--- config.mk ---
export PLATFORM = sky130hd
export DESIGN_NAME = dm_store_buffer
export DESIGN_NICKNAME = d
export VERILOG_FILES = /design/src/rtl/sb_defs.sv /design/src/rtl/sb_fwd_match.sv /design/src/rtl/dm_store_buffer.sv
export SDC_FILE = /design/constraint.sdc
export NUM_CORES = 1
export LEC_CHECK = 0
export CORE_MARGIN = 1.5
export CORE_UTILIZATION = 40
export CTS_CLUSTER_DIAMETER = 40
export CTS_CLUSTER_SIZE = 12
export DETAILED_ROUTE_END_ITERATION = 10
export PLACE_DENSITY = 0.71
export SYNTH_ARGS = -nofsm -noshare
export SYNTH_HDL_FRONTEND = slang
export SYNTH_SLANG_ARGS = --single-unit
--- constraint.sdc ---
create_clock -name clk -period 8.9 [get_ports clk]
set_input_delay 1.78 -clock clk [delete_from_list [all_inputs] [get_ports clk]]
set_output_delay 1.78 -clock clk [all_outputs]
set_load 0.01 [all_outputs]
--- src/rtl/sb_defs.sv ---
// Shared definitions for the DM store buffer.
// Each entry record is laid out as {valid, waddr, data, be, pc}; waddr is the
// word address (byte address with bits [1:0] dropped), so its width depends on ADDR_W.
package sb_defs;

   localparam logic [3:0] BE_WORD  = 4'hF;
   localparam int         SB_DEPTH = 4;

   localparam int DATA_W = 32;
   localparam int BE_W   = 4;
   localparam int PC_W   = 32;

   // Only a store that writes all four byte lanes can supply a whole loaded word.
   function automatic logic be_is_word(input logic [BE_W-1:0] be);
      return be == BE_WORD;
   endfunction

endpackage

--- src/rtl/sb_fwd_match.sv ---
// Youngest-match search over the store buffer for load forwarding.
// The search walks from the head (oldest) toward the tail. The last valid
// entry that matches wins, because it is the youngest store to that word.
module sb_fwd_match
   import sb_defs::*;
#(
   parameter int DEPTH   = SB_DEPTH,
   parameter int WADDR_W = 30
) (
   input  logic [WADDR_W-1:0]              ld_waddr,
   input  logic [$clog2(DEPTH)-1:0]        head,
   input  logic [DEPTH-1:0]                ent_valid,
   input  logic [DEPTH-1:0][WADDR_W-1:0]   ent_waddr,
   input  logic [DEPTH-1:0][DATA_W-1:0]    ent_data,
   input  logic [DEPTH-1:0][BE_W-1:0]      ent_be,
   output logic                            hit,
   output logic                            stall,
   output logic [DATA_W-1:0]               data
);

   localparam int PTR_W = $clog2(DEPTH);

   logic [PTR_W-1:0]  idx;
   logic              found;
   logic [BE_W-1:0]   found_be;
   logic [DATA_W-1:0] found_data;

   // Priority search in age order: a later match overrides an earlier one.
   always_comb begin
      idx        = '0;
      found      = 1'b0;
      found_be   = '0;
      found_data = '0;
      for (int i = 0; i < DEPTH; i++) begin
         idx = head + i[PTR_W-1:0];
         if (ent_valid[idx] && (ent_waddr[idx] == ld_waddr)) begin
            found      = 1'b1;
            found_be   = ent_be[idx];
            found_data = ent_data[idx];
         end
      end
   end

   // A full-word youngest match forwards its data; a partial one forces a stall.
   always_comb begin
      hit   = found && be_is_word(found_be);
      stall = found && !be_is_word(found_be);
      data  = hit ? found_data : '0;
   end

endmodule

--- src/rtl/dm_store_buffer.sv ---
// Word-addressed store buffer between the MEM-stage store path and the DM write port.
// Stores are queued in program order and drain one per granted cycle. Loads are
// forwarded from the youngest full-word match.
// Optional feature: define STORE_TRACE_EN to print a judge-format trace line
// ("@pc: *addr <= data") at each edge where a store pops into DM.
module dm_store_buffer
   import sb_defs::*;
#(
   parameter int DEPTH  = SB_DEPTH,
   parameter int ADDR_W = 32
) (
   input  logic                      clk,
   input  logic                      reset,
   input  logic                      st_valid,
   output logic                      st_ready,
   input  logic [ADDR_W-1:0]         st_addr,
   input  logic [DATA_W-1:0]         st_data,
   input  logic [BE_W-1:0]           st_be,
   input  logic [PC_W-1:0]           st_pc,
   input  logic                      ld_valid,
   input  logic [ADDR_W-1:0]         ld_addr,
   output logic                      ld_hit,
   output logic [DATA_W-1:0]         ld_data,
   output logic                      ld_stall,
   output logic                      dm_we,
   output logic [ADDR_W-1:0]         dm_addr,
   output logic [DATA_W-1:0]         dm_wd,
   output logic [BE_W-1:0]           dm_be,
   output logic [PC_W-1:0]           dm_pc,
   input  logic                      dm_gnt,
   output logic [$clog2(DEPTH):0]    count,
   output logic                      empty
);

   localparam int PTR_W   = $clog2(DEPTH);
   localparam int CNT_W   = PTR_W + 1;
   localparam int WADDR_W = ADDR_W - 2;

   logic [DEPTH-1:0]                ent_valid;
   logic [DEPTH-1:0][WADDR_W-1:0]   ent_waddr;
   logic [DEPTH-1:0][DATA_W-1:0]    ent_data;
   logic [DEPTH-1:0][BE_W-1:0]      ent_be;
   logic [DEPTH-1:0][PC_W-1:0]      ent_pc;

   logic [PTR_W-1:0] head;
   logic [PTR_W-1:0] tail;

   logic push;
   logic pop;

   logic              fwd_hit;
   logic              fwd_stall;
   logic [DATA_W-1:0] fwd_data;

   // Byte-offset bits never take part in word matching or storage.
   logic unused_byte_off;
   assign unused_byte_off = ^{st_addr[1:0], ld_addr[1:0]};

   // Occupancy flags and the head-entry view presented to the DM write port.
   always_comb begin
      empty    = (count == '0);
      st_ready = (count != CNT_W'(DEPTH));
      dm_we    = !empty;
      dm_addr  = {ent_waddr[head], 2'b00};
      dm_wd    = ent_data[head];
      dm_be    = ent_be[head];
      dm_pc    = ent_pc[head];
      push     = st_valid && st_ready;
      pop      = dm_we && dm_gnt;
   end

   // FIFO storage, pointers and count. A push and a pop never target the same
   // slot, because a pop needs count>0 and a push needs count<DEPTH.
   always_ff @(posedge clk or negedge reset) begin
      if (!reset) begin
         head      <= '0;
         tail      <= '0;
         count     <= '0;
         ent_valid <= '0;
         ent_waddr <= '0;
         ent_data  <= '0;
         ent_be    <= '0;
         ent_pc    <= '0;
      end else begin
         if (pop) begin
            ent_valid[head] <= 1'b0;
            head            <= head + PTR_W'(1);
         end
         if (push) begin
            ent_valid[tail] <= 1'b1;
            ent_waddr[tail] <= st_addr[ADDR_W-1:2];
            ent_data[tail]  <= st_data;
            ent_be[tail]    <= st_be;
            ent_pc[tail]    <= st_pc;
            tail            <= tail + PTR_W'(1);
         end
         if (push && !pop) begin
            count <= count + CNT_W'(1);
         end else if (pop && !push) begin
            count <= count - CNT_W'(1);
         end
      end
   end

   sb_fwd_match #(
      .DEPTH   (DEPTH),
      .WADDR_W (WADDR_W)
   ) u_fwd (
      .ld_waddr  (ld_addr[ADDR_W-1:2]),
      .head      (head),
      .ent_valid (ent_valid),
      .ent_waddr (ent_waddr),
      .ent_data  (ent_data),
      .ent_be    (ent_be),
      .hit       (fwd_hit),
      .stall     (fwd_stall),
      .data      (fwd_data)
   );

   // A store arriving alongside a load stalls the load for one cycle.
   // On the retry, the load sees the new entry.
   always_comb begin
      ld_hit   = ld_valid && !st_valid && fwd_hit;
      ld_stall = ld_valid && (st_valid || fwd_stall);
      ld_data  = ld_hit ? fwd_data : '0;
   end

`ifdef STORE_TRACE_EN
   // Report each store as it reaches memory, in the course-judge trace format.
   always_ff @(posedge clk) begin
      if (reset && pop) begin
         $display("@%h: *%h <= %h", dm_pc, dm_addr, dm_wd);
      end
   end
`else
   // No trace. st_pc still rides along with each entry and appears on dm_pc.
`endif

endmodule

# Word level (Yosys, flattened, before mapping)
# Cells that the tools add are included.
# W data, S select, Z words.
totals:
  mem_bits_ro: 0
  reg_bits: 403
  input_bits: 137
  latchBits: 0
  ram_bits: 0
  n_memories: 0
  wordCells: 131
  output_inout_bits: 140
classes:
  div_mod_pow: 0
  bitwise_logic: 3
  multipliers: 0
  n_mux: 66
  order_cmp: 7
  reduce_logical: 23
  n_eq_ne: 6
  n_addsub: 6
  n_shift: 0
ops:
  columns: ["cell", "n"]
  rows:
  - ["$mux W32", 12]
  - ["$bmux W32 S2", 5]
  - ["$bwmux W128", 2]
  - ["$bmux W30 S2", 4]
  - ["$mux W30", 5]
  - ["$bwmux W120", 1]
  - ["$eq A30 B30 Y1", 4]
  - ["$demux W32 S2", 1]
  - ["$demux W30 S2", 1]
  - ["$mux W4", 11]
  - ["$bmux W4 S2", 4]
  - ["$bwmux W16", 1]
  - ["$logic_and A1 B1 Y1", 15]
  - ["$lt A2 B3 Y1 const B", 5]
  - ["$mux W1", 10]
  - ["$bmux W1 S2", 4]
  - ["$demux W4 S2", 1]
  - ["$mux W3", 2]
  - ["$logic_not A1 Y1", 5]
  - ["$add A2 B1 Y2 const B", 2]
  - ["$add A2 B2 Y2 const B", 2]
  - ["$and A4 B4 Y4", 1]
  - ["$demux W1 S2", 2]
  - ["$eq A4 B4 Y1 const B", 1]
  - ["9 further kinds", 10]

# Depth between registers and ports, before layout
# Gate-level depths: netlist (run 1).
logic_depth:
  depth_word: 13
  depth_mapped: 23
  ltp_nobuf: 10

# Cells and area by module
# A second synthesis (run 1) with hierarchy kept.
unflattened:
  hier_cells: 2050
  area_unflattened_um2: 25912.4
modules_own_cells:
  columns: ["module", "area_per_inst_um2", "instances", "seq_area_each_um2", "cells_each"]
  rows:
  - ["dm_store_buffer", 17644.4, 1, 10084.7, 1045]
  - ["sb_fwd_match", 8267.9, 1, 0.0, 1005]

# Worst setup path before layout (run 1)
# OpenSTA, ideal clock, no wires.
synth_path:
  kind: "register -> output"
  from: "register head[0]"
  to: "output ld_data[22]"
  t_required_ns: 7.120
  stages_incl_launch_ff: 19
  arrival_time_ns: 5.003
  path_buffers: 9
  setup_slack_ns: 2.117
  path_cell_list: "dfrtp_1 -> buf_6 -> buf_12 -> buf_12 -> buf_8 -> inv_2 -> buf_2 -> buf_2 -> ha_1 -> buf_4 -> buf_1 -> mux4_2 -> xor2_1 -> or4_1 -> nor4_2 -> nand3_1 -> a311oi_4 -> buf_6 -> o311a_1"
synth_between:
  elab_cells_between_ends: 60
  classes_between: "add/sub: 3; eq/ne: 5; mux: 46; reduce/logical: 6"
synth_rtl:
  columns: ["element", "line_no", "source"]
  rows:
  - ["start: declaration", "dm_store_buffer.sv:45", "logic [PTR_W-1:0] head;"]
  - ["start signal: assignment", "dm_store_buffer.sv:87", "head <= head + PTR_W'(1);"]
  - ["$add A2 B2 Y2 (*)", "sb_fwd_match.sv:35", "idx = head + i[PTR_W-1:0];"]
  - ["net u_fwd.idx[0]", "sb_fwd_match.sv:23", "logic [PTR_W-1:0] idx;"]
  - ["$bmux W30 S2", "sb_fwd_match.sv:36", "if (ent_valid[idx] && (ent_waddr[idx] == ld_waddr)) begin"]
  - ["$mux W30 (implied by the code)", "sb_fwd_match.sv:36", null]
  - ["$eq A30 B30 Y1", "sb_fwd_match.sv:36", null]
  - ["$logic_and A1 B1 Y1", "sb_fwd_match.sv:36", null]
  - ["$mux W4", "sb_fwd_match.sv:36", null]
  - ["$eq A4 B4 Y1", "sb_defs.sv:15", "return be == BE_WORD;"]
  - ["$logic_and A1 B1 Y1 (*)", "sb_fwd_match.sv:46", "hit = found && be_is_word(found_be);"]
  - ["$logic_and A1 B1 Y1 (*)", "dm_store_buffer.sv:123", "ld_hit = ld_valid && !st_valid && fwd_hit;"]
  - ["net ld_hit", "dm_store_buffer.sv:22", "output logic ld_hit,"]
  - ["$mux W32 (*)", "dm_store_buffer.sv:125", "ld_data = ld_hit ? fwd_data : '0;"]
  - ["end: declaration", "dm_store_buffer.sv:23", "output logic [DATA_W-1:0] ld_data,"]
# Mark *: on every way through the listed nets, which the timed path passes. The rest lies on a longest branch. The select of a mux whose other input is x is not followed.

# Worst setup path after layout (run 1)
layout_path:
  from: "input ld_addr[3]"
  to: "output ld_data[31]"
layout_between:
  elab_chain_cells: 10
  elab_cells_between_ends: 25
  classes_between: "eq/ne: 5; mux: 14; reduce/logical: 6"
layout_rtl:
  columns: ["element", "line_no", "source"]
  rows:
  - ["start: declaration", "dm_store_buffer.sv:21", "input logic [ADDR_W-1:0] ld_addr,"]
  - ["$eq A30 B30 Y1", "sb_fwd_match.sv:36", null]
  - ["$logic_and A1 B1 Y1", "sb_fwd_match.sv:36", null]
  - ["$mux W4 (4 in series)", "sb_fwd_match.sv:36", null]
  - ["$eq A4 B4 Y1", "sb_defs.sv:15", null]
  - ["$logic_and A1 B1 Y1", "sb_fwd_match.sv:46", null]
  - ["$mux W32 / $logic_and A1 B1 Y1 (equally long branches)", "sb_fwd_match.sv:48, dm_store_buffer.sv:123", null]
  - ["$mux W32 (*)", "dm_store_buffer.sv:125", null]
# Every way passes the cells marked *; elsewhere a longest branch is shown, timed or not.

==> impl_results.md, run 1 <==
* Status: finished, final reports clean
* Primary FF master, synth: dfrtp_1
* Clock-pin slew on the worst setup and hold paths at roughly 0.050 ns
* Critical path arrival at a little over 6 ns
* Clk root buf: clkbuf_16
* Detail Route Antenna Nets at 0
* Post-cts sizing count at 0
* Router iterations before antenna repair at 5
* # setup viols final at 0
* WP data required at between 7 and 8 ns
* Mean post-synth cell area at around 14 um^2
* Mapped Cells at 1826
* Nets@finish at 2183
* Critical path type: input port to primary output
* Die span in y at 255.2 um
* FILL cells at between 5000 and 6000
* Gpl congestion at between 0.9 and 1
* Setup TNS at 0 ns
* Ranking of synthesized cells by area: dfrtp_1 40%, mux4_2 23%, mux2_2 18%
* Starting Density at just over 40%
* VDD IR max at ~0.00028 V
* Tmin final at ~8 ns
* Wire length of the first global-routing pass at 112.4 mm
* HP Class: register to register
* Leakage at between 10 and 15 nW
* Initial DRC count at around 1400
* Synth Cell Area at 25440 um^2
* Post-CTS Hold Buffers at 0
* Sequential power share at about 25%
* Largest net degree at the start of global routing at around 180
* GRT overflow at 0
* Fraction of layout cells with a size suffix above 1 at ~40%
* RSZ-0062 raised after global routing: no
* Skew-Pair Late Insertion Delay at about 0.62 ns
* DR DRC count at 0
* FF+latch count, synth at between 400 and 500
* Switch share at roughly 36%
* MaxCap Viol Count at 0
* Clk_skew at 0.02962 ns
* Logic gate share of total power at a little over half
* Least-Margin Pin Slew at between 1 and 1.5 ns
* Initial antenna violation count at 13
* Core Area at between 60000 and 70000 um^2
* Fin worst setup slack at about 1.1 ns
* CP max FO at 33
* Worst slack at placement at ~1.1 ns
* Routed WL at between 70 and 80 mm
* Hold Slack at 0.4952 ns
* Startpoint types: input port
* Vias in the first global route at between 15000 and 20000
* Vias per cell at 6.138
* Wire per inst at roughly 25 um
* Number of enable flip-flop cells after synthesis at 0
* Yosys warning total at 0
* Biggest area consumer among synthesized cells: dfrtp_1
* Tot GR Track Use at 22.74%
* CTS sink cnt at ~400
* Placed cell area at about 29000 um^2
* Most common cell in the netlist: dfrtp_1
* Switching power at between 5 and 6 mW
* IO Pins at approximately 280
* Internal at a little over 9 mW
* Worst reg-to-reg setup slack at between 5 and 6 ns
* Post-DP HPWL at 47.47 mm
* Endpoint class of the critical path: primary output
* Async SR Flop Fraction at 100.0%
* Die span in x at roughly 260 um
* Clock tree from TritonCTS: yes
* H-tree levels at 3
* Crit share post-route at 88.01%
* Peak Freq at ~130 MHz
* Power Density at approximately 470 nW/um^2
* Slew headroom at between 20% and 30%
* Top cells by count, synth: 403 x dfrtp_1, 398 x mux2_2, 256 x mux4_2
* CTS buffer count at 74
* Design Area, Final at approximately 31000 um^2
* DIE AREA at roughly 65000 um^2
* Area growth, synth to finish at 23.66%
* Routed via count at 18080
* Max-slew violation count at 0
* Row cnt at 92
* Post-CTS Setup Bufs at 0
* Port bufs at 270
* Netlist cell types at 60
* Hold Fails Final Rpt at 0
* Top cell type's share of synthesized area at 39.65%
* Sequential area share after synthesis at just under 40%
* Clk buf depth at 3
* Clock power share at between 20% and 30%
cell usage in the layout (no fill, tap or decap), types with 4 or more instances in the layout:
cell type and instances:
clkbuf_8 12, xnor2_1 100, clkdlybuf4s50_1 269, o21ai_0 40, a21oi_1 6, nand2_4 4, o22ai_1 6, dfrtp_1 401
clkbuf_16 74, o311a_1 32, mux2_2 398, clkinv_2 5, inv_1 19, buf_12 4, and3_1 36, buf_4 30
clkinv_4 7, inv_6 7, bufinv_16 11, nand2_1 86, mux4_1 7, nand3_1 43, ha_1 8, xor2_1 15
nor2_1 10, and2_1 5, nand4_1 24, nor4_1 4, o211ai_1 5, mux2i_1 56, mux4_2 256, nor3_1 38
o2111ai_1 4, clkbuf_1 8, diode_2 6
worst max-delay path, stage by stage:
cell,delay [ns]
clkdlybuf4s50_1,0.62
xor2_1,0.24
o32a_1,0.35
a211o_1,0.30
nor4_1,0.54
nand3_1,0.29
and2_1,0.29
a311oi_4,0.26
buf_4,0.49
o311a_1,0.26
clkdlybuf4s50_1,0.61
through the flow:
step | utilization (%) | instances | total power [mW]
2_1_floorplan | - | 1827 | 9.075
3_3_place_gp | 45.65 | 2806 | 11.34
3_5_place_dp | 45.65 | 2806 | 11.61
4_1_cts | 49.93 | 2939 | 14.70
5_1_grt | 49.94 | 2942 | 15.36
6_report | 49.95 | 2945 | 14.63
per-layer routing:
layer	part of all wire, %	global-route usage [%]	routed length (um)
met4	3.8	10.33	2834
met1	39	28.98	28870
met2	49	36.58	36200
met3	8.4	5.726	6214
met5	0.12	0	89
cells by family after synthesis:
| logic type | Yosys count | synth area share, % |
|---|---|---|
| mux | 717 | 43.21 |
| flops | 403 | 39.65 |
| simple gates | 261 | 5.140 |
| buf+inv | 191 | 3.630 |
| compound gates | 128 | 3.871 |
| xor+xnor | 115 | 3.960 |
| fa+ha+maj | 10 | 0.5214 |
| other cells | 1 | 0.01474 |
flip-flops by register name, summed over array words and instances (netlist names):
register and cells:
head 2, ent_waddr 120, ent_be 16, ent_pc 128, ent_valid 4, tail 2
count 3, ent_data 128
cell type report:
cell class                 count  area, um^2  area share (%)
multi-input combinational   1233       14500           46.11
sequential                   403       10090           32.09
timing repair buffer         304        3013           9.579
clock buffer                  94        2047           6.508
tap                          846        1059           3.365
clock inverter                39       650.6           2.069
inverter                      20       75.07          0.2387
antenna                        6       15.01         0.04773
power by group through the flow:
stage	Clock (mW)	Sequential [mW]	Combinational, mW
2_1_floorplan	0	3.38	5.69
3_3_place_gp	0	3.58	7.77
3_5_place_dp	0	3.72	7.89
4_1_cts	3.07	3.69	7.94
5_1_grt	3.16	3.86	8.33
6_report	3.01	3.72	7.90
path summary, 6_finish.rpt:
path	start	to	depth (start not counted)
max	ld_addr[3]	ld_data[31]	11
min	ent_pc[86]	ent_pc[86]	1
max reg2reg	count[0]	ent_data[66]	5
min reg2reg	ent_pc[86]	ent_pc[86]	1
max in group asynchronous	reset	ent_data[39]	2
min in group asynchronous	reset	ent_waddr[83]	1
No activity file was read; power rests on OpenSTA's default activity.
==> run 2: changes to the inputs <==
SYNTH_HIERARCHICAL = 1   (was not set)
==> run 2 against run 1 <==
- synthesized cell count increased by 12%
- setup slack lost 0.27 ns
- worst hold slack improved by 0.0023 ns
- die area increased by 1.9%
- register-to-register slack better by 0.96 ns
- final cell count is 7.9% higher
- critical path depth increased by 2
- non-clock buffer count rose by 5
- sequential cell count unchanged
==> impl_results.md, run 2 <==
* Area growth, synth to finish at 23.43%
* Post-Synth XOR/XNOR Area at 3.380%
* CP peak stage delay at roughly 0.78 ns
* Startpoint types: input port
* Mux contribution to synthesized area at about two fifths
* FF-to-FF path depth at 6
* Post-DP HPWL at 53.81 mm
* Leakage at about 13 nW
* Max layer used: met5
* Router iterations before antenna repair at 6
* Most frequent cells in the layout: 406 x mux2_2, 401 x dfrtp_1, 269 x clkdlybuf4s50_1
* Routed via count at roughly 19000
* Simple-gate share of the synthesized area at under 10%
* Metal3 WL at ~5.6 mm
* Worst slack at placement at 0.8370 ns
* Most common cell in the netlist: mux2_2
* Die span in y at about 260 um
* HP Class: register to register
* CTS sink cnt at around 400
* Post-cts sizing count at 0
* Fraction of layout cells with a size suffix above 1 at 32.46%
* Clk_skew at around 0.023 ns
* Skew-Pair Late Insertion Delay at 0.60 ns
* Starting Density at 40.34%
* IO Pins at 277
* Post-Synth Adder-Cell Area at less than 1%
* Top cells by count, synth: 406 x mux2_2, 403 x dfrtp_1, 266 x mux2i_1
* Mean post-synth cell area at about 13 um^2
* Critical path's top delay family: compound AO/OA/AOI/OAI gates
* Buf+Inv Stages, Crit Path at 3
* Vias in the first global route at approximately 20000
* Max stage delay cell, worst path: o211ai_4
* # setup viols final at 0
* Routed WL at between 80 and 90 mm
* Power Density at around 450 nW/um^2
* Crit share post-route at between 90% and 100%
* Detail Route Antenna Nets at 0
* Initial antenna violation count at 13
* VDD IR max at 0.0003354 V
* MaxCap Viol Count at 0
* Clock tree from TritonCTS: yes
* Endpoint class of the critical path: primary output
* Gpl congestion at approximately 0.95
* Initial DRC count at 1316
* Clk root buf: clkbuf_16
* Ranking of synthesized cells by area: dfrtp_1 39%, mux2_2 18%, mux2i_1 10%
* H-tree levels at 3
* Complex-gate fraction of the synthesized area at between 10% and 20%
* Peak Freq at 123.4 MHz
* Hold Fails Final Rpt at 0
* DR DRC count at 0
* Mapped Cells at 2050
* Post-CTS Hold Buffers at 0
* Sequential area share after synthesis at between 30 and 40%
* Top Registers: ent_data (128), ent_pc (128), ent_waddr (120)
* Post-CTS Setup Bufs at 0
* Critical path arrival at 6.33 ns
* Netlist cell types at 76
* GRT overflow at 0
* Vias per cell at about 6.0
* Clock-pin slew on the worst setup and hold paths at around 0.04 ns
* Number of enable flip-flop cells after synthesis at 0
* Async SR Flop Fraction at 100.0%
* Primary FF master, synth: dfrtp_1
* Core Area at between 60000 and 70000 um^2
* CP max FO at 23
* Tot GR Track Use at between 20% and 30%
* Fin worst setup slack at approximately 0.79 ns
* Least-Margin Pin Slew at between 1 and 1.5 ns
* Synth Cell Area at ~26000 um^2
* Wire length of the first global-routing pass at about 120 mm
* Setup TNS at 0 ns
* CTS buffer count at 80
* Commonest non-fill, non-tap cell in the layout: mux2_2
* WP data required at just over 7 ns
* Nets@finish at between 2000 and 2500
* Top cell type's share of synthesized area at 38.92%
* Max-slew violation count at 0
* Die span in x at around 260 um
* Cell breakdown of the critical path: clkdlybuf4s50_1, and2_1, a22oi_1, nand4_1, nor4_1, o2111ai_1, o211ai_4, buf_4, nor2_1, o31ai_1, a221oi_2, and2_1, clkdlybuf4s50_1
* Status: finished, final reports clean
* Largest family of logic cells by synthesized area: multiplexers
* Critical path depth in cells at 13
* Clk buf depth at 3
* Wire per inst at 25.18 um
* Biggest area consumer among synthesized cells: dfrtp_1
* Critical path type: input port to primary output
* Row cnt at 93
* Met2 WL at 37.90 mm
* DIE AREA at 66320 um^2
* Yosys warning total at 6
* Largest net degree at the start of global routing at between 150 and 200
* Tmin final at 8.106 ns
* Port bufs at 270
* Worst hold stages at 1
* Slew headroom at 20.73%
* Metal-1 WL at ~34 mm
* FF+latch count, synth at ~400
* RSZ-0062 raised after global routing: no
==> run 2: kinds of logic after synthesis <==
| group | Yosys count |
|---|---|
| XOR/XNOR | 100 |
| other | 1 |
| AND/OR/NAND/NOR | 236 |
| adder cells (fa/ha/maj) | 10 |
| AO/OA/AOI/OAI | 298 |
| multiplexers | 790 |
| flip-flops | 403 |
| buffers and inverters | 212 |
==> run 2: path summary, 6_finish.rpt <==
path | start | to | slack (ns)
worst max-delay path | ld_addr[14] | ld_data[18] | 0.79
worst max register to register | tail[0] | ent_waddr[13] | 6.26
worst min register to register | ent_pc[125] | ent_pc[125] | 0.50
max in group asynchronous | reset | ent_pc[23] | 6.14
worst min-delay path | ent_pc[125] | ent_pc[125] | 0.50
min in group asynchronous | reset | ent_data[49] | 1.21
==> run 2: final cells by class <==
cell class / count / area (um^2)
Fill cell: 5571 / 32250
Multi-Input combinational cell: 1436 / 14780
Sequential cell: 403 / 10090
Timing Repair Buffer: 309 / 3113
Clock buffer: 97 / 2177
Tap cell: 855 / 1070
Clock inverter: 48 / 643.1
Inverter: 24 / 90.09
Antenna cell: 6 / 15.01
==> run 2: metrics by stage <==
| stage | hold slack [ns] | area, um^2 | instances | power (mW) | util, % |
|---|---|---|---|---|---|
| after global placement | 0.4833 | 29150 | 3027 | 10.84 | 45.38 |
| final | 0.4976 | 31980 | 3178 | 14.28 | 49.79 |
| after detailed placement | 0.4900 | 29150 | 3027 | 11.10 | 45.38 |
| after floorplan | 0.4751 | 25920 | 2051 | 8.511 | - |
| after CTS | 0.5001 | 31970 | 3172 | 14.33 | 49.77 |
| after global routing | 0.5113 | 31980 | 3177 | 15.04 | 49.79 |
==> run 2: report_power, final <==
group | total (mW) | switching [mW] | internal (mW)
clock | 3.14 | 1.04 | 2.10
combinational | 7.38 | 3.51 | 3.87
sequential | 3.76 | 0.970 | 2.79
total | 14.3 | 5.52 | 8.76
==> run 2: worst register-to-register path, cell delays in order, from the launching register on <==
cell	delay, ns
dfrtp_1	0.40
inv_1	0.12
ha_1	0.16
nand2_1	0.09
nor2_4	0.48
buf_4	0.80
mux2_2	0.46
==> run 2: routing by layer <==
| metal | vias up | GRT usage [%] |
|---|---|---|
| li1 | 8346 | - |
| met1 | 9921 | 31.39 |
| met2 | 651 | 38.13 |
| met3 | 161 | 5.989 |
| met4 | 16 | 9.064 |
| met5 | - | 0 |
==> run 3: changes to the inputs <==
CTS_CLUSTER_DIAMETER = 80   (was 40)
PLACE_DENSITY = 0.73   (was 0.71)
clock period = 6.9 ns   (was 8.9 ns; I/O delays follow)
==> run 3 against run 2 <==
- clock power shrank 36%
- total power grew 17%
- sequential power grew 27%
- sequential cell count is the same
- die area is the same
- critical path type unchanged
- highest routed layer unchanged
==> impl_results.md, run 3 (synthesized netlist as in run 2, its figures left out) <==
* Hold Fails Final Rpt at 0
* Fin worst setup slack at 0.1344 ns
* Largest net degree at the start of global routing at 186
* Tmin final at a little under 7 ns
* Tot GR Track Use at roughly a quarter
* Die span in x at 257.5 um
* MaxCap Viol Count at 0
* Cell breakdown of the critical path: clkdlybuf4s50_1, xnor2_1, nor4_1, nand3_1, a2111o_1, or2_2, buf_12, buf_4, o221ai_1, o31ai_1, a221oi_2, and2_1, clkdlybuf4s50_1
* Final std cells w/o fill at 3160
* Design Area, Final at a little over 30000 um^2
* Wire per inst at ~26 um
* Routed WL at between 80 and 90 mm
* Status: finished, final reports clean
* Power Density at 538.2 nW/um^2
* RSZ-0062 raised after global routing: no
* Vias in the first global route at just under 20000
* Top Registers: ent_data (128), ent_pc (128), ent_waddr (120)
* DIE AREA at about 66000 um^2
* Clock tree from TritonCTS: yes
* Peak Freq at between 100 and 150 MHz
* Initial antenna violation count at 10
* CP max FO at 33
* Die span in y at roughly 260 um
* Core Area at ~64000 um^2
* Startpoint types: input port
* Post-CTS Hold Buffers at 0
* Leakage at ~12 nW
* Worst slack at placement at around 0.055 ns
* Endpoint class of the critical path: primary output
* Post-DP HPWL at about 56 mm
* Buf+Inv Stages, Crit Path at 4
* Clock-pin slew on the worst setup and hold paths at ~0.060 ns
* Placed cell area at about 30000 um^2
* Router iterations before antenna repair at 5
* Max-slew violation count at 0
* Port bufs at between 200 and 300
* Detail Route Antenna Nets at 0
* Most used cell, CP: clkdlybuf4s50_1
* Critical path type: input port to primary output
* H-tree levels at 2
* DR DRC count at 0
* CTS buffer count at 41
* Max stage delay cell, worst path: clkdlybuf4s50_1
* Tot Pwr at 16.70 mW
* Starting Density at just over 40%
* Vias per cell at about 6.0
* Critical path's top delay family: buffers and inverters
* Least-Margin Pin Slew at 1.179 ns
* Clk buf depth at 3
* Hold Slack at about 0.50 ns
* CTS sink cnt at 403
* Clk_skew at 0.02027 ns
* Final Core Density at about half
* CP peak stage delay at between 0.6 and 0.7 ns
* Slew headroom at a little over a fifth
* Most frequent cells in the layout: 406 x mux2_2, 401 x dfrtp_1, 268 x clkdlybuf4s50_1
* Wire length of the first global-routing pass at about 120 mm
* GRT overflow at 0
* Placed Cells incl. Taps at between 3000 and 4000
* Fraction of layout cells with a size suffix above 1 at about a third
* Clk root buf: clkbuf_16
* Nets@finish at between 2000 and 2500
* IO Pins at approximately 280
* Gpl congestion at ~1
* Routed via count at ~19000
* Crit share post-route at 98.05%
* HP Class: register to register
* Row cnt at 93
* Commonest non-fill, non-tap cell in the layout: mux2_2
* Critical path arrival at ~5.4 ns
* Setup TNS at 0 ns
* WP data required at approximately 5.5 ns
* Skew-Pair Late Insertion Delay at between 0.5 and 0.6 ns
* VDD IR max at about 0.00036 V
* Initial DRC count at roughly 1300
* Area growth, synth to finish at 19.75%
* # setup viols final at 0
run 3: worst register-to-register path, stage by stage, from the launching register on:
cell and delay, ns:
dfrtp_1 0.41, inv_1 0.13, ha_1 0.16, nand2_1 0.08, nor2_4 0.74, buf_4 0.59, mux2_2 0.41
run 3: power by group:
part	switching, mW	internal [mW]
clock network	0.951	1.07
registers	1.18	3.60
logic	4.73	5.17
total	6.86	9.84
run 3: path summary, 6_finish.rpt:
kind	from	to	slack, ns	depth (start not counted)
max in group asynchronous	reset	ent_pc[118]	4.57	2
worst min-delay path	ent_pc[88]	ent_pc[88]	0.50	1
worst max register to register	tail[0]	ent_waddr[63]	4.26	6
worst min register to register	ent_pc[88]	ent_pc[88]	0.50	1
worst max-delay path	ld_addr[2]	ld_data[11]	0.13	13
min in group asynchronous	reset	ent_data[17]	0.80	1
run 3: final cells by class:
type                       count  area (um^2)
fill                        5633        33200
multi-input combinational   1436        14800
sequential                   403        10090
timing repair buffer         387         3859
tap                          855         1070
clock buffer                  42         1030
inverter                      24        90.09
clock inverter                 9        77.57
antenna                        4        10.01
run 3: what timing repair did:
item / 4_1_cts / 5_1_grt
pin swaps: 0 / 1
setup endpoints to repair: 4 / 33
setup buffers: 1 / 14
resized for setup: 0 / 8
run 3: metal layers:
| layer | share of wire [%] | track usage [%] | vias up | wire, um |
|---|---|---|---|---|
| met4 | 3.0 | 7.099 | 12 | 2385 |
| met3 | 6.0 | 4.817 | 141 | 4847 |
| met2 | 48 | 38.72 | 639 | 38450 |
| met5 | 0.092 | 0 | - | 74 |
| li1 | - | - | 8362 | - |
| met1 | 43 | 32.04 | 9945 | 34860 |
==> variant 1 (flow settings as in run 3) <==
Set the package constant `PC_W` to 64 (it was 32).
--- a/src/rtl/sb_defs.sv
+++ b/src/rtl/sb_defs.sv
@@ -10,3 +10,3 @@
    localparam int BE_W   = 4;
-   localparam int PC_W   = 32;
+   localparam int PC_W   = 64;
 
Interface: changed (resized dm_pc and st_pc); port bits go from 277 to 341. The function was not compared with the original's and may differ.
==> variant 1 against run 3 <==
Area after synthesis is 22% higher. Clock power rose by 29%. Die area rose by 22%. Routed wire length is 19% higher. Utilization about the same. Critical path type unchanged. Setup slack worse by 0.083 ns. Sequential cell count increased by 128. Sequential share of layout area up 2.8 points. Final area rose by 21%. Total power increased by 22%.
==> variant 1: results (changes against run 3) <==
Min-Delay Path Class flip-flop to flip-flop (unchanged); met1 Use GR 0.305 (was 0.320); post-CTS setup buffer count 7 (was 1); Distinct cells, synth 76 (unchanged); layout net count 2837 (was 2440); WL met3 7100 um (was 4850 um); XOR/XNOR Fraction of Synth Area 0.0277 (was 0.0338); Buffers on Ports 334 (was 270); worst relative slew slack 0.213 (was 0.214); Hold Startpoint ent_pc[125]$_DFFE_PN0P_ (was ent_pc[88]$_DFFE_PN0P_); DP Area 36000 um2 (was 29700 um2); largest net degree at the start of global routing 166 (was 186); Largest register FFs 256; Final HPWL DP 65900 um (was 56400 um); routability cong. 0.936 (was 0.972); register area share after synthesis 0.420 (was 0.389); status finished, final reports clean (unchanged); wire length of the first global-routing pass 147000 um (was 123000 um); multiplexer share of the synthesized area 0.381 (about the same); M2 GR Usage 0.385 (was 0.387); Final Skew 0.0309 ns (was 0.0203 ns); Commonest cells post-synth mux2_2 (534), dfrtp_1 (531), mux2i_1 (266) (was mux2_2 (406), dfrtp_1 (403), mux2i_1 (266)); Wirelength per Cell 25.9 um (was 25.5 um); Global Route met3 Usage 0.0589 (was 0.0482); Clk Latency, worst-skew pair 0.63 ns (was 0.58 ns); worst reg2reg setup slack 4.38 ns (was 4.26 ns); CP max FO 19 (was 33); Initial DRC Count 1672 (was 1304); crit path from ld_addr[28] (was ld_addr[2]); worst r2r src count[1]$_DFFE_PN0P_ (was tail[0]$_DFFE_PN0P_); initial antenna violation count 18 (was 10); vias in the first global route 23400 (was 19600); post-CTS resize count 4 (was 0); largest cells by area after synthesis dfrtp_1 (42%), mux2_2 (19%), mux4_2 (10%), mux2i_1 (8.4%), xnor2_1 (2.4%) (was dfrtp_1 (39%), mux2_2 (18%), mux2i_1 (10%), mux4_2 (10%), xnor2_1 (2.9%)); CP Capture Point ld_stall (was ld_data[11]); post-synthesis compound-gate area fraction 0.0836 (was 0.102); worst hold stages 1 (unchanged); worst vdd ir 0.341 mV (was 0.357 mV); critical path arrival 5.47 ns (was 5.39 ns); RR Endpoint count[1]$_DFFE_PN0P_ (was ent_waddr[63]$_DFFE_PN0P_); Worst Hold Endpoint ent_pc[125]$_DFFE_PN0P_ (was ent_pc[88]$_DFFE_PN0P_); biggest area consumer among synthesized cells dfrtp_1 (unchanged); Top Layer Used met5 (unchanged); Total GRT Usage 0.235 (was 0.238); CTS buffer count 52 (was 41); WHS 0.501 ns (about the same); drt first pass iters 8 (was 5); share of cells above drive strength 1 0.346 (was 0.323); metal2 WL 46000 um (was 38500 um); Async SR Flop Fraction 1.00 (unchanged); biggest regs ent_pc (256), ent_data (128), ent_waddr (120) (was ent_data (128), ent_pc (128), ent_waddr (120)); wire length on met1 40200 um (was 34900 um); leakage power total 14.8 nW (was 12.2 nW); Post-Synth Adder-Cell Area 0.00419 (was 0.00512); Worst-path clk slew 0.06 ns (about the same); Vias 22100 (was 19100); Cell Pwr Density 541 nW/um2 (was 538 nW/um2)
## variant 1: cell types whose count changed in the layout (fill, tap and decap cells not counted), moves of 4 or more
cell             change
dfrtp_1            +128
mux2_2             +128
clkdlybuf4s50_1     +62
mux4_2              +32
clkbuf_16           +12
buf_4                +7
buf_12               -5
diode_2              +4
## variant 1: cell type report
| cell class | count | area (um2) |
|---|---|---|
| clock inverter | 9 | 106 |
| tap | 1040 | 1300 |
| multi-input combinational | 1596 | 17000 |
| sequential | 531 | 13300 |
| clock buffer | 55 | 1330 |
| antenna | 8 | 20.0 |
| inverter | 24 | 90.1 |
| timing repair buffer | 453 | 4470 |
| fill | 6789 | 40200 |
## variant 1: power breakdown
group	internal, mW	total [mW]	switching, mW
Sequential	4.74	6.11	1.37
Clock	1.37	2.60	1.23
Combinational	6.16	11.6	5.46
## variant 1: kinds of logic (layout without fill, tap and decap cells)
group | after synthesis | count (layout)
AND/OR/NAND/NOR | 236 | 236
AO/OA/AOI/OAI | 298 | 298
other | 1 | 10
flip-flops | 531 | 531
buffers and inverters | 236 | 541
XOR/XNOR | 100 | 100
adder cells (fa/ha/maj) | 10 | 10
multiplexers | 950 | 950
## variant 1: worst max-delay path: stages
cell and delay, ns:
clkdlybuf4s50_1 0.57, buf_4 0.25, xnor2_1 0.42, nor4_1 0.11
a31oi_1 0.35, nor3_1 0.14, and4_4 0.23, buf_4 0.19
nor2_4 0.71, buf_4 0.28, a21boi_0 0.09, o21a_1 0.18
clkdlybuf4s50_1 0.56
## variant 1: metrics by stage
stage               total power [mW]   util  worst slack [ns]  instances
global route                    21.4  0.483           0.00926       3714
CTS                             20.4  0.482            0.0141       3703
floorplan                       13.4      -              1.21       2363
global placement                17.2  0.462            0.0127       3632
finish                          20.3  0.483            0.0514       3716
detailed placement              17.6  0.462         -0.000310       3632
==> variant 2 (settings of run 3) <==
Without the edit above. Register the output `count` once more, with the module's reset; this adds one clock of latency there. The other outputs are not delayed to match.
--- a/src/rtl/dm_store_buffer.sv
+++ b/src/rtl/dm_store_buffer.sv
@@ -38,2 +38,4 @@
 
+   logic [$clog2(DEPTH):0] count_s0;
+
    logic [DEPTH-1:0]                ent_valid;
@@ -60,4 +62,4 @@
    always_comb begin
-      empty    = (count == '0);
-      st_ready = (count != CNT_W'(DEPTH));
+      empty    = (count_s0 == '0);
+      st_ready = (count_s0 != CNT_W'(DEPTH));
       dm_we    = !empty;
@@ -77,3 +79,3 @@
          tail      <= '0;
-         count     <= '0;
+         count_s0  <= '0;
          ent_valid <= '0;
@@ -97,5 +99,5 @@
          if (push && !pop) begin
-            count <= count + CNT_W'(1);
+            count_s0 <= count_s0 + CNT_W'(1);
          end else if (pop && !push) begin
-            count <= count - CNT_W'(1);
+            count_s0 <= count_s0 - CNT_W'(1);
          end
@@ -138,2 +140,10 @@
 
+   always_ff @(posedge clk or negedge reset) begin
+      if (!reset) begin
+         count <= '0;
+      end else begin
+         count <= count_s0;
+      end
+   end
+
 endmodule
Function: changed (Yosys sat finds a counterexample within 4 cycles, from zero or initial values and one cycle with reset low).
==> variant 2 against run 3 <==
Final area fell by 0.22%. Non-clock buffer count shrank 27. Clock skew grew 0.0042 ns. Clock power grew 8%. Setup slack hardly changed. Largest cell class unchanged. Routed wire length fell by 1.4%. Combinational power down 2.0%. Area after synthesis grew 0.29%. Total power is essentially flat. Sequential cell count up 3.
==> variant 2: results (changes against run 3) <==
status finished, final reports clean (unchanged); M2 GR Usage 0.388 (was 0.387); WL met3 5640 um (was 4850 um); Worst Hold Endpoint ent_pc[86]$_DFFE_PN0P_ (was ent_pc[88]$_DFFE_PN0P_); Max Fclk 148 MHz (about the same); drt total wl 79500 um (was 80600 um); DP Area 29700 um2 (about the same); wire length of the first global-routing pass 122000 um (was 123000 um); RR Endpoint ent_pc[66]$_DFFE_PN0P_ (was ent_waddr[63]$_DFFE_PN0P_); largest cells by area after synthesis dfrtp_1 (39%), mux2_2 (18%), mux2i_1 (10%), mux4_2 (10%), xnor2_1 (2.9%) (unchanged); fill count 5645 (was 5633); XOR/XNOR Fraction of Synth Area 0.0337 (was 0.0338); Total GRT Usage 0.236 (was 0.238); Final Skew 0.0245 ns (was 0.0203 ns); crit path from ld_addr[18] (was ld_addr[2]); leakage power total 12.1 nW (was 12.2 nW); routability cong. 0.953 (was 0.972); vias per cell 6.06 (was 6.04); Commonest cells post-synth dfrtp_1 (406), mux2_2 (406), mux2i_1 (266) (was mux2_2 (406), dfrtp_1 (403), mux2i_1 (266)); post-synthesis compound-gate area fraction 0.102 (about the same); CP top delay family compound AO/OA/AOI/OAI gates (was buffers and inverters); Worst-Margin Slew 1.11 ns (was 1.18 ns); Post-Synth Adder-Cell Area 0.00510 (was 0.00512); vias in the first global route 19900 (was 19600); Int Power 9.89 mW (was 9.84 mW); multiplexer share of the synthesized area 0.380 (was 0.381); CP max FO 53 (was 33); Distinct cells, synth 77 (was 76); share of cells above drive strength 1 0.314 (was 0.323); worst vdd ir 0.287 mV (was 0.357 mV); metal2 WL 37900 um (was 38500 um); layout net count 2416 (was 2440); worst reg2reg setup slack 4.16 ns (was 4.26 ns)
==> variant 2: cell count changes in the layout (fill, tap and decap cells not counted), sizes merged, moves of 2 or more <==
| cell | delta |
|---|---|
| clkbuf | +4 |
| buf | -27 |
| dfrtp | +3 |
| bufinv | +2 |
==> variant 2: layout make-up <==
type                    instances  area [um2]  share of cell area
flip-flops and latches        406       10200               0.328
inverters                      24        90.1             0.00291
clock buffers                  46        1080              0.0348
multi-input cells            1435       14800               0.478
diodes                          4        10.0            0.000323
well taps                     855        1070              0.0345
clock inverters                 9         150             0.00485
repair buffers                360        3610               0.117
==> variant 2: worst max-delay path by stage <==
stage / cells after the start / end
2_1_floorplan: 16 / ld_data[14]
3_3_place_gp: 12 / ld_data[29]
3_5_place_dp: 12 / ld_data[7]
4_1_cts: 13 / ld_data[7]
5_1_grt: 13 / ld_data[1]
6_report: 12 / ld_data[2]
==> variant 2: metrics by stage <==
| stage | total power [mW] | hold WS, ns | util | instances |
|---|---|---|---|---|
| global placement | 14.0 | 0.482 | 0.461 | 3078 |
| global route | 17.6 | 0.514 | 0.481 | 3138 |
| detailed placement | 14.4 | 0.491 | 0.461 | 3078 |
| CTS | 16.7 | 0.504 | 0.480 | 3133 |
| floorplan | 11.0 | 0.424 | - | 2053 |
| finish | 16.7 | 0.502 | 0.481 | 3139 |
==> variant 2: timing repair <==
item                       4_1_cts  5_1_grt
setup buffers                    0        2
setup endpoints to repair        0       32
gates resized for setup          0        4
==> variant 2: power by group through the flow <==
stage | clock network (mW) | logic, mW | registers, mW
4_1_cts | 2.26 | 9.60 | 4.82
3_3_place_gp | 0 | 9.33 | 4.69
3_5_place_dp | 0 | 9.55 | 4.86
2_1_floorplan | 0 | 6.64 | 4.37
5_1_grt | 2.34 | 10.3 | 5.00
6_report | 2.18 | 9.70 | 4.80
